### src/rtl/tx_serial_param_if.sv
// Handshake and line signals between the application FSM and the serial transmitter.
interface tx_serial_param_if #(
    parameter int N_DADOS = 7
);
    logic               partida;
    logic [N_DADOS-1:0] dados;
    logic               saida_serial;
    logic               pronto;
    logic               ocupado;
    logic [3:0]         db_estado;

    modport master (
        output partida,
        output dados,
        input  saida_serial,
        input  pronto,
        input  ocupado,
        input  db_estado
    );

    modport slave (
        input  partida,
        input  dados,
        output saida_serial,
        output pronto,
        output ocupado,
        output db_estado
    );
endinterface

### src/rtl/tx_serial_param.sv
// Parametrised UART-style transmitter: one frame (start, data LSB first, optional parity,
// stop bits) per rising edge of partida, with a one-cycle pronto at end of frame.
module tx_serial_param #(
    parameter int N_DADOS  = 7,
    parameter int PARIDADE = 0,
    parameter int N_STOP   = 2,
    parameter int DIV      = 434,
    parameter int W_DIV    = 9
) (
    input logic              clock,
    input logic              reset,
    tx_serial_param_if.slave bus
);
    typedef enum logic [3:0] {
        ST_OCIOSO   = 4'd0,
        ST_INICIO   = 4'd1,
        ST_DADOS    = 4'd2,
        ST_PARIDADE = 4'd3,
        ST_PARADA   = 4'd4,
        ST_FIM      = 4'd5
    } estado_t;

    // Frame formats outside the supported set must never reach silicon.
    generate
        if ((PARIDADE < 32'sd0) || (PARIDADE > 32'sd2) ||
            (N_STOP < 32'sd1) || (N_STOP > 32'sd2) ||
            (N_DADOS < 32'sd5) || (N_DADOS > 32'sd9) ||
            (DIV < 32'sd1) || ((DIV - 32'sd1) >= (32'sd1 <<< W_DIV))) begin : g_cfg_error
            $error("tx_serial_param: illegal frame configuration");
        end
    endgenerate

    function automatic logic parity_bit(input logic [N_DADOS-1:0] word);
        if (PARIDADE == 32'sd2) begin
            return ~^word;
        end else begin
            return ^word;
        end
    endfunction

    estado_t            state_r, state_s;
    logic [W_DIV-1:0]   tick_cnt_r, tick_cnt_s;
    logic [3:0]         bit_cnt_r, bit_cnt_s;
    logic [N_DADOS-1:0] shift_r, shift_s;
    logic               par_r, par_s;
    logic               partida_d_r;
    logic               saida_r, pronto_r, ocupado_r;
    logic               start_s, tick_s, last_data_s, last_stop_s, line_s;

    assign start_s     = bus.partida & ~partida_d_r;
    assign tick_s      = (tick_cnt_r == W_DIV'(DIV - 1));
    assign last_data_s = (bit_cnt_r == 4'(N_DADOS - 1));
    assign last_stop_s = (bit_cnt_r == 4'(N_STOP - 1));

    // Next-state, counters and the line value that the next state will present.
    always_comb begin
        state_s    = state_r;
        shift_s    = shift_r;
        par_s      = par_r;
        bit_cnt_s  = bit_cnt_r;
        tick_cnt_s = tick_s ? {W_DIV{1'b0}} : tick_cnt_r + W_DIV'(1);
        case (state_r)
            ST_OCIOSO: begin
                tick_cnt_s = {W_DIV{1'b0}};
                bit_cnt_s  = 4'd0;
                if (start_s) begin
                    state_s = ST_INICIO;
                    shift_s = bus.dados;
                    par_s   = parity_bit(bus.dados);
                end else begin
                    state_s = ST_OCIOSO;
                end
            end
            ST_INICIO: begin
                if (tick_s) begin
                    state_s = ST_DADOS;
                end else begin
                    state_s = ST_INICIO;
                end
            end
            ST_DADOS: begin
                if (tick_s) begin
                    shift_s = shift_r >> 1;
                    if (last_data_s) begin
                        bit_cnt_s = 4'd0;
                        state_s   = (PARIDADE != 32'sd0) ? ST_PARIDADE : ST_PARADA;
                    end else begin
                        bit_cnt_s = bit_cnt_r + 4'd1;
                    end
                end else begin
                    state_s = ST_DADOS;
                end
            end
            ST_PARIDADE: begin
                if (tick_s) begin
                    state_s = ST_PARADA;
                end else begin
                    state_s = ST_PARIDADE;
                end
            end
            ST_PARADA: begin
                if (tick_s) begin
                    if (last_stop_s) begin
                        bit_cnt_s = 4'd0;
                        state_s   = ST_FIM;
                    end else begin
                        bit_cnt_s = bit_cnt_r + 4'd1;
                    end
                end else begin
                    state_s = ST_PARADA;
                end
            end
            ST_FIM: begin
                tick_cnt_s = {W_DIV{1'b0}};
                bit_cnt_s  = 4'd0;
                state_s    = ST_OCIOSO;
            end
            default: begin
                tick_cnt_s = {W_DIV{1'b0}};
                bit_cnt_s  = 4'd0;
                state_s    = ST_OCIOSO;
            end
        endcase

        // Line is registered from the next state so the start bit appears one cycle after acceptance.
        case (state_s)
            ST_INICIO:   line_s = 1'b0;
            ST_DADOS:    line_s = shift_s[0];
            ST_PARIDADE: line_s = par_s;
            default:     line_s = 1'b1;
        endcase
    end

    // FSM state register.
    always_ff @(posedge clock) begin
        if (reset) begin
            state_r <= ST_OCIOSO;
        end else begin
            state_r <= state_s;
        end
    end

    // Datapath registers and registered outputs; reset aborts any frame without pronto.
    always_ff @(posedge clock) begin
        if (reset) begin
            tick_cnt_r  <= {W_DIV{1'b0}};
            bit_cnt_r   <= 4'd0;
            shift_r     <= {N_DADOS{1'b0}};
            par_r       <= 1'b0;
            partida_d_r <= 1'b0;
            saida_r     <= 1'b1;
            pronto_r    <= 1'b0;
            ocupado_r   <= 1'b0;
        end else begin
            tick_cnt_r  <= tick_cnt_s;
            bit_cnt_r   <= bit_cnt_s;
            shift_r     <= shift_s;
            par_r       <= par_s;
            partida_d_r <= bus.partida;
            saida_r     <= line_s;
            pronto_r    <= (state_s == ST_FIM);
            ocupado_r   <= (state_s != ST_OCIOSO);
        end
    end

    assign bus.saida_serial = saida_r;
    assign bus.pronto       = pronto_r;
    assign bus.ocupado      = ocupado_r;
    assign bus.db_estado    = state_r;
endmodule
### src/flat_wrapper.sv
// flat-port wrapper written by rule: the top's interface ports become plain ports
module tx_serial_param_flat 
#(
    parameter int N_DADOS  = 7,
    parameter int PARIDADE = 0,
    parameter int N_STOP   = 2,
    parameter int DIV      = 434,
    parameter int W_DIV    = 9
)
  (clock, reset, bus_partida, bus_dados, bus_saida_serial, bus_pronto, bus_ocupado, bus_db_estado);
  tx_serial_param_if #(.N_DADOS(N_DADOS)) bus_i ();
  input logic clock;
  input logic reset;
  input wire logic [$bits(bus_i.partida)-1:0] bus_partida;
  input wire logic [$bits(bus_i.dados)-1:0] bus_dados;
  output wire logic [$bits(bus_i.saida_serial)-1:0] bus_saida_serial;
  output wire logic [$bits(bus_i.pronto)-1:0] bus_pronto;
  output wire logic [$bits(bus_i.ocupado)-1:0] bus_ocupado;
  output wire logic [$bits(bus_i.db_estado)-1:0] bus_db_estado;
  assign bus_i.partida = bus_partida;
  assign bus_i.dados = bus_dados;
  assign bus_saida_serial = bus_i.saida_serial;
  assign bus_pronto = bus_i.pronto;
  assign bus_ocupado = bus_i.ocupado;
  assign bus_db_estado = bus_i.db_estado;
  tx_serial_param #(.N_DADOS(N_DADOS), .PARIDADE(PARIDADE), .N_STOP(N_STOP), .DIV(DIV), .W_DIV(W_DIV)) u_core (.clock(clock), .reset(reset), .bus(bus_i));
endmodule
### config.mk
export PLATFORM = sky130hd
export DESIGN_NAME = tx_serial_param_flat
export DESIGN_NICKNAME = d
export VERILOG_FILES = /design/src/rtl/tx_serial_param_if.sv /design/src/rtl/tx_serial_param.sv /design/src/flat_wrapper.sv
export SDC_FILE = /design/constraint.sdc
export NUM_CORES = 1
export LEC_CHECK = 0
export CAP_MARGIN = 20
export CORE_ASPECT_RATIO = 0.8
export CORE_UTILIZATION = 45
export CTS_CLUSTER_DIAMETER = 40
export DETAILED_ROUTE_END_ITERATION = 12
export PLACE_DENSITY = 0.66
export SETUP_SLACK_MARGIN = 0.02
export SYNTH_ARGS = -nofsm -noshare
export SYNTH_HDL_FRONTEND = slang
export SYNTH_SLANG_ARGS = --single-unit
### constraint.sdc
create_clock -name clock -period 2.3 [get_ports clock]
set_input_delay 0.46 -clock clock [delete_from_list [all_inputs] [get_ports clock]]
set_output_delay 0.46 -clock clock [all_outputs]
set_load 0.01 [all_outputs]
==> metrics <==
outcome=finished clean; register area share after synthesis=between 30% and 40%; Post-Route Utilization=57.1%; worst hold slack=around 0.46 ns; DP Wirelength=2.28 mm; fin nets=189; pre-CTS setup slack=between 0.2 and 0.3 ns; crit-path leading delay family=simple AND/OR/NAND/NOR gates; Synth cell types=just under 50; Reg2Reg Depth=5; post-synthesis register bit count=29; Net Count, Synth=around 170; post-synthesis area per instance=slightly above 9 µm²; Worst Clk Skew=0.00848 ns; max-cap check violation count=0; post-route cell area=1760 µm²; multi-input logic area=817 µm²; RSZ-0062 raised after global routing=no; Fillers=between 200 and 300; die area=around 3500 µm²; cell depth of the worst setup path=5; DRT Pass-1 Iters=4; Comb pwr share=around 7.7%; final wirelength=3.10 mm; Post-synth ARST share=0%; Port Buffer Count=16; Seq pwr share=a little under half; CP cell instances=or4b_4 -> a2111oi_4 -> a211oi_2 -> or2_0 -> o221ai_1; vias=about 1.2k; Final setup viols=0; H-tree level count=2; # hold bufs at CTS=0; crit share post-route=roughly nine tenths; Arrival @ worst endpoint=2.23 ns; Die X=~66 µm; Tightest Hold Check Type=flop to flop; Clk pwr share=47.1%; row cnt=18; Clock Tree Buf Depth=2; Worst-Margin Slew=between 0.7 and 0.8 ns; Worst EP required=between 2 and 2.5 ns; Max VDD drop=0.383 mV; Area Growth Syn to Fin=20.9%; P_leak=between 0.0005 and 0.0006 µW; crit-path max FO=9; CTS Buf Count=5; Final Hold Vio Count=0; largest net degree at the start of global routing=18; chip height=52.9 µm; Final TNS setup=0 ns; Core Footprint=~3000 µm²; EDFF count, synth=0; post_cts resized=0; Total GRT Usage=between 10% and 20%; # diodes=0; vias per cell=5.55; largest cells by area after synthesis=dfxtp_1 (40%), xnor2_1 (5.4%), nor2_1 (4.6%); Gate Count Post-Synth=approximately 160; Fmax=roughly 490 MHz; Iteration-0 DRC Markers=28; first-pass GRT wire length=around 5.1 mm; Sw Ratio=between 20% and 30%; number of routed nets with antenna violations=0; clock sinks=29; net switching power=approximately 240 µW; crit path capture type=flop; Initial Util=roughly 47%; RD Place Congestion=0.863; post-CTS setup buffers=0; Worst setup SP type=flop; crit-path max cell delay=around 0.52 ns; Worst Path Buf+Inv=0; initial antenna violation count=0; minimum clock period=a little over 2 ns; CTS root buf=clkbuf_8; Post-Syn Area=1460 µm²; number of global-route vias before repair=~1.1k; Hold Path Depth=2; Yosys top cell area share=about two fifths; Max Transition Viols Final=0; Commonest cells post-synth=dfxtp_1 (29), nor2_1 (18), nand2_1 (15), a21oi_1 (12), xnor2_1 (9); register area=slightly below 600 µm²; YS warnings=0; latest clock arrival within the worst-skew pair=0.29 ns; CTS tree=yes; WS Path Type=flop to flop; Int Pwr=a little over 900 µW; Reg clk slew, reported paths=around 0.060 ns; Worst path slowest cell=or4b_4; DRC Markers=0; Synth Flop Type=dfxtp_1; layout cells sized above 1=a little under an eighth; leading cell type by number of instances after synthesis=dfxtp_1; Ports=17; fin worst setup slack=~0.27 ns; routed len/inst=approximately 14 µm; Max-Slew Margin vs Limit=approximately 47%; biggest area consumer among synthesized cells=dfxtp_1; Post-DP Area=1650 µm²; Power Dens Cells=between 600 and 700 nW/µm²; grt total ovfl=0
==> flip-flops by register name (all words and copies together) (netlist names) <==
register and cells:
u_core.bus.saida_serial 1, u_core.par_r 1, u_core.bit_cnt_r 4, u_core.bus.pronto 1, u_core.tick_cnt_r 9, u_core.bus.db_estado 4
u_core.shift_r 7, u_core.bus.ocupado 1, u_core.partida_d_r 1
==> layer usage <==
metal	GRT usage, %	vias to the layer above	wire [µm]	part of all wire (%)
li1	-	604	-	-
met3	5.60	7	137	4.4
met2	28.9	17	1330	43
met4	8.70	0	40	1.3
met1	27.1	582	1590	51
met5	0	-	0	0
==> metrics by stage <==
step / power [µW] / instances
global placement: 620 / 210
finish: 1160 / 218
CTS: 1160 / 218
detailed placement: 621 / 210
global route: 1200 / 218
floorplan: 585 / 157
==> worst paths after layout <==
kind	from	endpoint	slack, ns
worst max-delay path	u_core.bus.db_estado[2]$_SDFF_PP0_	u_core.bus.saida_serial$_SDFF_PP1_	0.27
worst min-delay path	u_core.shift_r[2]$_SDFFE_PP0P_	u_core.shift_r[2]$_SDFFE_PP0P_	0.46
worst max register to register	u_core.bus.db_estado[2]$_SDFF_PP0_	u_core.bus.saida_serial$_SDFF_PP1_	0.27
worst min register to register	u_core.shift_r[2]$_SDFFE_PP0P_	u_core.shift_r[2]$_SDFFE_PP0P_	0.46
==> tightest hold or removal path, delay by kind of cell, from the launching register on <==
| kind | cells | cell delay [ns] |
|---|---|---|
| simple gates | 1 | 0.05 |
| flops | 1 | 0.31 |
| compound gates | 1 | 0.05 |
==> logic make-up (layout without fill, tap and decap cells) <==
| kind of cell | Yosys count | after routing | share of synthesized area (%) |
|---|---|---|---|
| simple gates | 65 | 65 | 27.0 |
| compound gates | 35 | 35 | 17.9 |
| flops | 29 | 29 | 39.8 |
| xor+xnor | 14 | 14 | 8.41 |
| buf+inv | 10 | 31 | 4.12 |
| fa+ha+maj | 2 | 2 | 1.72 |
| other cells | 1 | 1 | 0.257 |
| mux | 1 | 1 | 0.687 |
==> power by group through the flow <==
stage / Combinational [µW] / Clock, µW / Sequential [µW]
2_1_floorplan: 51.6 / 0 / 534
3_3_place_gp: 86.4 / 0 / 533
3_5_place_dp: 87.5 / 0 / 533
4_1_cts: 88.1 / 550 / 523
5_1_grt: 96.2 / 576 / 524
6_report: 88.7 / 544 / 523
==> layout by cell type (no fill, tap or decap), types with 2 or more instances in the layout <==
cell type / n
nand2_1: 15
xor2_1: 5
clkdlybuf4s50_1: 16
or4_1: 2
nor2b_1: 2
ha_1: 2
a21oi_1: 12
o21ai_0: 2
nor2_1: 18
a311oi_1: 2
nand3_1: 4
or4b_4: 2
xnor2_1: 9
a211o_1: 3
clkbuf_8: 6
or3_1: 3
a22oi_1: 5
nor3_1: 4
a31oi_1: 2
dfxtp_1: 29
buf_4: 3
inv_1: 4
==> layout make-up <==
class | count | share of cell area [%]
inverter | 4 | 0.852
clock buffer | 7 | 4.90
sequential | 29 | 33.0
multi-input combinational | 118 | 46.4
clock inverter | 1 | 1.70
timing repair buffer | 19 | 10.4
tap | 40 | 2.84
Power figures use the tool's default switching activity.
